==> config.mk <==
export PLATFORM = sky130hd
export DESIGN_NAME = nonrestoring_div_seq
export DESIGN_NICKNAME = d
export VERILOG_FILES = /design/src/rtl/nonrestoring_div_seq.sv
export SDC_FILE = /design/constraint.sdc
export NUM_CORES = 1
export LEC_CHECK = 0
export ABC_AREA = 1
export CORE_MARGIN = 2
export CORE_UTILIZATION = 56
export DETAILED_ROUTE_END_ITERATION = 10
export PLACE_DENSITY = 0.88
export SLEW_MARGIN = 20
export SYNTH_ARGS = -nofsm -noshare
export SYNTH_HDL_FRONTEND = slang
export SYNTH_SLANG_ARGS = --single-unit
==> constraint.sdc <==
create_clock -name clk -period 2.98 [get_ports clk]
set_input_delay 0.596 -clock clk [delete_from_list [all_inputs] [get_ports clk]]
set_output_delay 0.596 -clock clk [all_outputs]
set_load 0.05 [all_outputs]
==> src/rtl/nonrestoring_div_seq.sv <==
`default_nettype none
// ============================================================================
//  Module      : nonrestoring_div_seq
//  Description : Multicycle unsigned non-restoring divider. A single shared
//                add/subtract row produces one quotient bit per cycle over N
//                cycles. One correction cycle then fixes up the remainder.
//                Operands and results use valid/ready handshakes.
//  Revision    : 1.0 - initial release
// ============================================================================
module nonrestoring_div_seq #(
    parameter int N = 8
) (
    input  logic         clk,
    input  logic         rst_n,
    input  logic         in_valid,
    output logic         in_ready,
    input  logic [N-1:0] dividend,
    input  logic [N-1:0] divisor,
    output logic         out_valid,
    input  logic         out_ready,
    output logic [N-1:0] quotient,
    output logic [N-1:0] remainder,
    output logic         div_by_zero,
    output logic         busy
);

    // Iteration counter width; N >= 2 keeps this at least one bit
    localparam int c_CW = $clog2(N);
    localparam logic [c_CW-1:0] c_LAST = c_CW'(N - 1);

    // Controller state encoding
    localparam logic [1:0] c_IDLE = 2'd0;
    localparam logic [1:0] c_ITER = 2'd1;
    localparam logic [1:0] c_CORR = 2'd2;
    localparam logic [1:0] c_DONE = 2'd3;

    logic [1:0]      r_state;
    logic [1:0]      w_next;
    logic            w_accept;

    // Datapath registers
    logic [N-1:0]    r_m;          // latched divisor
    logic [N-1:0]    r_q;          // dividend shifting out, quotient shifting in
    logic [N:0]      r_a;          // signed partial remainder, bit N is the sign
    logic [c_CW-1:0] r_cnt;

    // Result registers
    logic [N-1:0]    r_quotient;
    logic [N-1:0]    r_remainder;
    logic            r_dbz;

    // Shared add/subtract row
    logic [N:0]      w_m_ext;
    logic [N:0]      w_shift;
    logic [N:0]      w_a_next;
    logic [N:0]      w_a_corr;

    assign w_m_ext  = {1'b0, r_m};
    assign w_shift  = {r_a[N-1:0], r_q[N-1]};

    // A non-negative partial remainder subtracts the divisor, negative adds it back
    assign w_a_next = r_a[N] ? (w_shift + w_m_ext) : (w_shift - w_m_ext);

    // Final fix-up: a negative remainder is brought back into [0, M)
    assign w_a_corr = r_a[N] ? (r_a + w_m_ext) : r_a;

    assign quotient    = r_quotient;
    assign remainder   = r_remainder;
    assign div_by_zero = r_dbz;

    // Controller state register
    always_ff @(posedge clk or negedge rst_n) begin
        if (!rst_n) begin
            r_state <= c_IDLE;
        end else begin
            r_state <= w_next;
        end
    end

    // Controller next-state and handshake outputs
    always_comb begin
        w_next    = r_state;
        w_accept  = 1'b0;
        in_ready  = 1'b0;
        out_valid = 1'b0;
        busy      = 1'b0;
        case (r_state)
            c_IDLE: begin
                // Held low while reset is asserted, high once released
                in_ready = rst_n;
                if (in_valid && rst_n) begin
                    w_accept = 1'b1;
                    w_next   = (divisor == '0) ? c_DONE : c_ITER;
                end
            end
            c_ITER: begin
                busy = 1'b1;
                if (r_cnt == c_LAST) begin
                    w_next = c_CORR;
                end
            end
            c_CORR: begin
                busy   = 1'b1;
                w_next = c_DONE;
            end
            c_DONE: begin
                out_valid = 1'b1;
                if (out_ready) begin
                    w_next = c_IDLE;
                end
            end
            default: begin
                w_next = c_IDLE;
            end
        endcase
    end

    // Operand latch, iteration steps and correction step
    always_ff @(posedge clk or negedge rst_n) begin
        if (!rst_n) begin
            r_m   <= '0;
            r_q   <= '0;
            r_a   <= '0;
            r_cnt <= '0;
        end else begin
            case (r_state)
                c_IDLE: begin
                    if (w_accept) begin
                        r_m   <= divisor;
                        r_q   <= dividend;
                        r_a   <= '0;
                        r_cnt <= '0;
                    end
                end
                c_ITER: begin
                    r_a   <= w_a_next;
                    r_q   <= {r_q[N-2:0], ~w_a_next[N]};
                    r_cnt <= r_cnt + c_CW'(1);
                end
                c_CORR: begin
                    r_a <= w_a_corr;
                end
                default: begin
                end
            endcase
        end
    end

    // Result registers: loaded only by the correction step or a zero divisor
    always_ff @(posedge clk or negedge rst_n) begin
        if (!rst_n) begin
            r_quotient  <= '0;
            r_remainder <= '0;
            r_dbz       <= 1'b0;
        end else begin
            if (w_accept && (divisor == '0)) begin
                r_quotient  <= '1;
                r_remainder <= dividend;
                r_dbz       <= 1'b1;
            end else if (r_state == c_CORR) begin
                r_quotient  <= r_q;
                r_remainder <= w_a_corr[N-1:0];
                r_dbz       <= 1'b0;
            end
        end
    end

endmodule
`default_nettype wire

=== Word-level counts from Yosys, hierarchy flattened ===
Index checks and enable logic that the tools add are counted.

* Magnitude comparators: 0
* Divide/modulo/power cells: 0
* $add $sub $neg: 4
* Bitwise operators: 1
* Shifts and indexed selects: 0
* Multipliers: 0
* Muxes and demuxes: 24
* Reduce and logical (&&, ||, !) cells: 12
* Eq/ne operators: 8

{| class="wikitable"
|+ Operator list
! cell !! number
|-
| $mux 8 || 5
|-
| $mux 9 || 3
|-
| $pmux 9 s3 || 1
|-
| $add 9x8->9 || 2
|-
| $pmux 8 s2 || 1
|-
| $sub 9x8->9 || 1
|-
| $logic_not 8->1 || 1
|-
| $mux 2 || 4
|-
| $ne 2x2->1 const B || 4
|-
| $pmux 2 s4 || 1
|-
| $mux 1 || 7
|-
| $pmux 3 s2 || 1
|-
| $reduce_and 2->1 || 3
|-
| $eq 2x2->1 const B || 2
|-
| $reduce_bool 2->1 || 2
|-
| $add 3x1->3 const B || 1
|-
| $eq 3x3->1 const B || 1
|-
| $mux 3 || 1
|-
| $reduce_and 3->1 || 1
|-
| $reduce_bool 3->1 || 1
|-
| $eq 2x1->1 const B || 1
|-
| $logic_and 1x1->1 || 2
|-
| $logic_not 2->1 || 1
|-
| $reduce_or 2->1 || 1
|-
| $not 1->1 || 1
|}

* Memory bits (read-only): 0
* Memories kept: 0
* Logic and storage cells: 57
* Bits in writable memories: 0
* Output and inout bits: 20
* Bits in latches: 0
* Flip-flop bits (word level): 47

=== Logic depth before layout (Yosys ltp) ===
* Word-level depth: 5
* Gate-level depth with buffers: 17
* Gate-level depth less buffers: 17

=== Least setup slack after synthesis ===
No wires, ideal clock.

* Path type: register to register
* Start: register r_m[1]
* End: register r_a[8]
* Path slack: 0.802 ns
* Library setup time: 0.116 ns
* Arrival time: 2.062 ns
* Stages on the path, launching flop included: 17
* Path through: dfrtp_1 > inv_1 > ha_1 > inv_1 > o21ai_0 > inv_1 > fa_1 > inv_1 > nand3_1 > nand2_1 > nand2_1 > nand2_1 > nand3_1 > nand3_1 > nand2_1 > nand2_1 > nand2_1

* Longest elaborated chain between the ends: 3
* Elaborated cells on any way between the ends: 6
* Classes of those cells: add/sub: 3; mux: 3

{| class="wikitable"
|+ RTL lines
! element !! line !! text
|-
| from (decl) || 42 || <nowiki>logic [N-1:0] r_m;</nowiki>
|-
| from (signal assigned) || 129 || <nowiki>r_m <= divisor;</nowiki>
|-
| $add 9x8->9, or another cell as far along || 65 || <nowiki>assign w_a_corr = r_a[N] ? (r_a + w_m_ext) : r_a;</nowiki>
|-
| $mux 9, on equally long branches || 65, 62 ||
|-
| $pmux 9 s3 (*) || 126 || <nowiki>case (r_state)</nowiki>
|-
| to (signal assigned) || 136 || <nowiki>r_a <= w_a_next;</nowiki>
|-
| to (signal assigned) || 141 || <nowiki>r_a <= w_a_corr;</nowiki>
|-
| to (decl) || 44 || <nowiki>logic [N:0] r_a;</nowiki>
|}

Mark *: on every way between the ends. The rest lies on a longest branch, timed or not.
A chain may end at the register's enable or synchronous reset.

=== Final worst setup path ===
* Start: register r_state[0]
* End: output in_ready

* Longest elaborated chain between the ends: 2

{| class="wikitable"
|+ RTL lines
! element !! line !! text
|-
| from (decl) || 37 || <nowiki>logic [1:0] r_state;</nowiki>
|-
| from (signal assigned) || 74 || <nowiki>r_state <= c_IDLE;</nowiki>
|-
| from (signal assigned) || 76 || <nowiki>r_state <= w_next;</nowiki>
|-
| $logic_not 2->1 || 87 || <nowiki>case (r_state)</nowiki>
|-
| $mux 1 || 87 ||
|-
| to (decl) || 16 || <nowiki>output logic in_ready,</nowiki>
|}

Every way passes these cells.

==> impl_metrics.yaml <==
timing:
  slew_viol_final: 0
  fin_skew_ns: 0.00855
  worst_pin_slew_ns: 0.625
  rsz0062_at_grt: "no"
  period_minus_slack_ns: 2.66
  period_share: 0.893
  fmaxAchievable_mhz: 376
  hold_viol: 0
  finalSetupViolCount: 0
  relSlewSlack: 0.584
  final.setup.tns_ns: 0
  fin_hold_ws_ns: 0.470
cts:
  cts-root-buf: "clkbuf_8"
  cts_resized: 0
  cts_buffers: 5
  clock_latency_ns: 0.30
  post-cts-setup-buffer-count: 0
  cts.sinks: 47
  postCtsHoldBufs: 0
  cts_tree: "done"
  htreeDepth: 2
  clkTransAtPathRegs_ns: 0.09
  clk_path_buf_depth: 2
yosys:
  yosys_warnings: 0
  avgSynthCellArea_um2: 7.31
  synth_ff_type: "dfrtp_1"
  ys_ff_latch: 47
  synth_edf_count: 0
  netlist_instances: 447
  synthTopCellsByArea: "dfrtp_1 36%, nand2_1 16%, ha_1 9.2%, inv_1 6.4%, nand3_1 6.3%"
  ys_types: 39
  seq_area_frac_synth: 0.360
  ys_async_sr_fraction: 1.00
  synth_top_area_cell: "dfrtp_1"
  syn_area_mm2: 0.00327
  syn-num-nets: 493
  synth_top_area_frac: 0.360
global_route:
  grt_pass1_vias: 2944
  grt_overflow: 0
  grt.total_usage: 0.260
  antenna_found_initial: 0
  grt_start_max_net_pins: 49
  grt_pass1_wl_um: 13100
detailed_routing:
  drt_iter0_drc: 240
  dr.pass1.iters: 7
  via_per_inst: 5.52
  postRouteAntennaNets: 0
  routedWlPerCell_um: 14.0
  vias: 3079
  drc: 0
  routed_wl_um: 7830
cells_and_area:
  antennaDiodeCount: 0
  drive_above_1_share: 0.0617
  nNetsFinal: 531
  fill_cells: 484
  final_util: 0.682
  syn_to_final_growth_pct: 16.3
  final_area_mm2: 0.00380
floorplan:
  core_mm2: 0.00557
  initial_core_util: 0.587
  core.rowCount: 27
  die_w_um: 80.4
  fp.dieH_um: 80.4
  ios: 40
  die_area_mm2: 0.00647
worst_setup_path:
  crit_type: "reg -> out"
  rr_worst_depth: 16
  crit_family: "buffers and inverters"
  cp.arrival_ns: 2.07
  end_kind: "output port"
  cp_slowest_cell: "clkdlybuf4s50_1"
  critPathBufInv: 3
  reg2reg_to: "r_q[0]$_DFFE_PN0P_"
  ff2ff_setup_slack_ns: 0.44
  start_kind: "flip-flop"
  crit_chain: "inv_1 > ha_1 > nand2_2 > inv_2 > clkdlybuf4s50_1"
  crit_fanout: 4
  reg2reg_from: "r_m[0]$_DFFE_PN0P_"
  required_ns: 2.38
  slowest_delay_ns: 0.80
status:
  outcome: "finished, final reports clean"
power:
  power.share.clock: 0.095
  worst_ir_drop_vdd_v: 0.00130
  combPwrFrac: 0.648
  p_per_area_mw_per_mm2: 1180
  seqPwrFrac: 0.257
  power.total_mw: 4.49
  power.switching_mw: 2.34
  power.static_leakage_nw: 1.97
  p_sw_frac: 0.522
  p_int_mw: 2.14
hold_path:
  min_path_type: "in -> async"
placed_design:
  place_hpwl_um: 6020
  port_buffers: 39
  place_area_mm2: 0.00370
  place_congestion: 0.932
job:
  cap_violations: 0
cell type report:
cell class / count / area [µm²] / share of cell area
Sequential cell: 47 / 1180 / 0.309
Inverter: 63 / 246 / 0.0648
Clock inverter: 1 / 7.51 / 0.00197
Timing Repair Buffer: 42 / 408 / 0.107
Tap cell: 72 / 90.1 / 0.0237
Clock buffer: 7 / 96.3 / 0.0253
Multi-Input combinational cell: 326 / 1780 / 0.468
logic make-up (layout without fill, tap and decap cells):
| logic type | count (synthesis) | after routing | synth area share |
|---|---|---|---|
| compound gates | 67 | 67 | 0.123 |
| xor+xnor | 7 | 7 | 0.0188 |
| fa+ha+maj | 26 | 26 | 0.104 |
| buf+inv | 74 | 113 | 0.0961 |
| flops | 47 | 47 | 0.360 |
| simple gates | 226 | 226 | 0.299 |
cells in the final DEF (no fill, tap or decap), types with 2 or more instances in the layout:
cell             netlist  routed
o211ai_1              11      11
clkbuf_8               0       7
o21ai_0               26      26
nand3_1               41      41
clkdlybuf4s50_1        0      38
o21bai_1               3       3
fa_1                   2       2
xor2_1                 7       7
nor2_4                 2       2
nand3b_1               2       2
buf_4                  1       3
dfrtp_1               47      47
inv_1                 56      56
nand2_1              140     140
nor2_1                27      27
o21ai_1                5       5
nor3_1                 3       3
a21oi_1               14      14
inv_2                  5       5
nand4_1                5       5
ha_1                  24      24
sequential cells by signal (all words and copies together) (netlist names):
register     count
r_a              9
r_m              8
remainder        8
quotient         8
div_by_zero      1
r_state          2
r_q              8
r_cnt            3
power by group through the flow:
stage                     sequential [mW]  combinational (mW)  clock [mW]
after global placement               1.14                2.76           0
after detailed placement             1.16                2.87           0
after CTS                            1.15                2.89       0.425
after floorplan                      1.41                1.87           0
final                                1.15                2.91       0.425
after global routing                 1.18                3.24       0.451
synthesized netlist by cell type (5+ instances only):
cell type,instances
nand2_1,140
inv_1,56
dfrtp_1,47
nand3_1,41
nor2_1,27
o21ai_0,26
ha_1,24
a21oi_1,14
o211ai_1,11
xor2_1,7
clkbuf_1,5
inv_2,5
nand4_1,5
o21ai_1,5
worst register-to-register path, stage by stage (launching register included):
cell and delay (ns):
dfrtp_1 0.47, inv_1 0.08, ha_1 0.28, inv_1 0.03
o21ai_0 0.25, inv_1 0.12, fa_1 0.45, inv_1 0.08
nand3_1 0.06, nand2_1 0.15, nand2_1 0.07, nand2_1 0.08
inv_1 0.04, nand3_1 0.05, nand3_1 0.08, nand2_1 0.07
o21ai_0 0.07
worst max path at each step:
stage	depth (start not counted)	slack [ns]	start	to
2_1_floorplan	16	0.80	r_m[1]$_DFFE_PN0P_	r_a[8]$_DFFE_PN0P_
3_3_place_gp	16	0.58	r_m[0]$_DFFE_PN0P_	r_q[0]$_DFFE_PN0P_
3_5_place_dp	16	0.48	r_m[0]$_DFFE_PN0P_	r_q[0]$_DFFE_PN0P_
4_1_cts	5	0.30	r_state[0]$_DFFE_PN0P_	in_ready
5_1_grt	16	0.19	r_m[1]$_DFFE_PN0P_	r_q[0]$_DFFE_PN0P_
6_report	5	0.32	r_state[0]$_DFFE_PN0P_	in_ready
stage by stage:
step / instances / setup slack, ns
after floorplan: 447 / 0.802
after global placement: 550 / 0.584
after detailed placement: 550 / 0.480
after CTS: 558 / 0.303
after global routing: 558 / 0.189
final: 558 / 0.318
routing by layer:
| metal | GRT usage | vias to the layer above | share of wire |
|---|---|---|---|
| li1 | - | 1514 | - |
| met1 | 0.337 | 1438 | 0.43 |
| met2 | 0.446 | 107 | 0.49 |
| met3 | 0.0438 | 20 | 0.060 |
| met4 | 0.0763 | 0 | 0.022 |
| met5 | 0 | - | 0 |
Note: power is estimated with default switching activity, not from simulation.
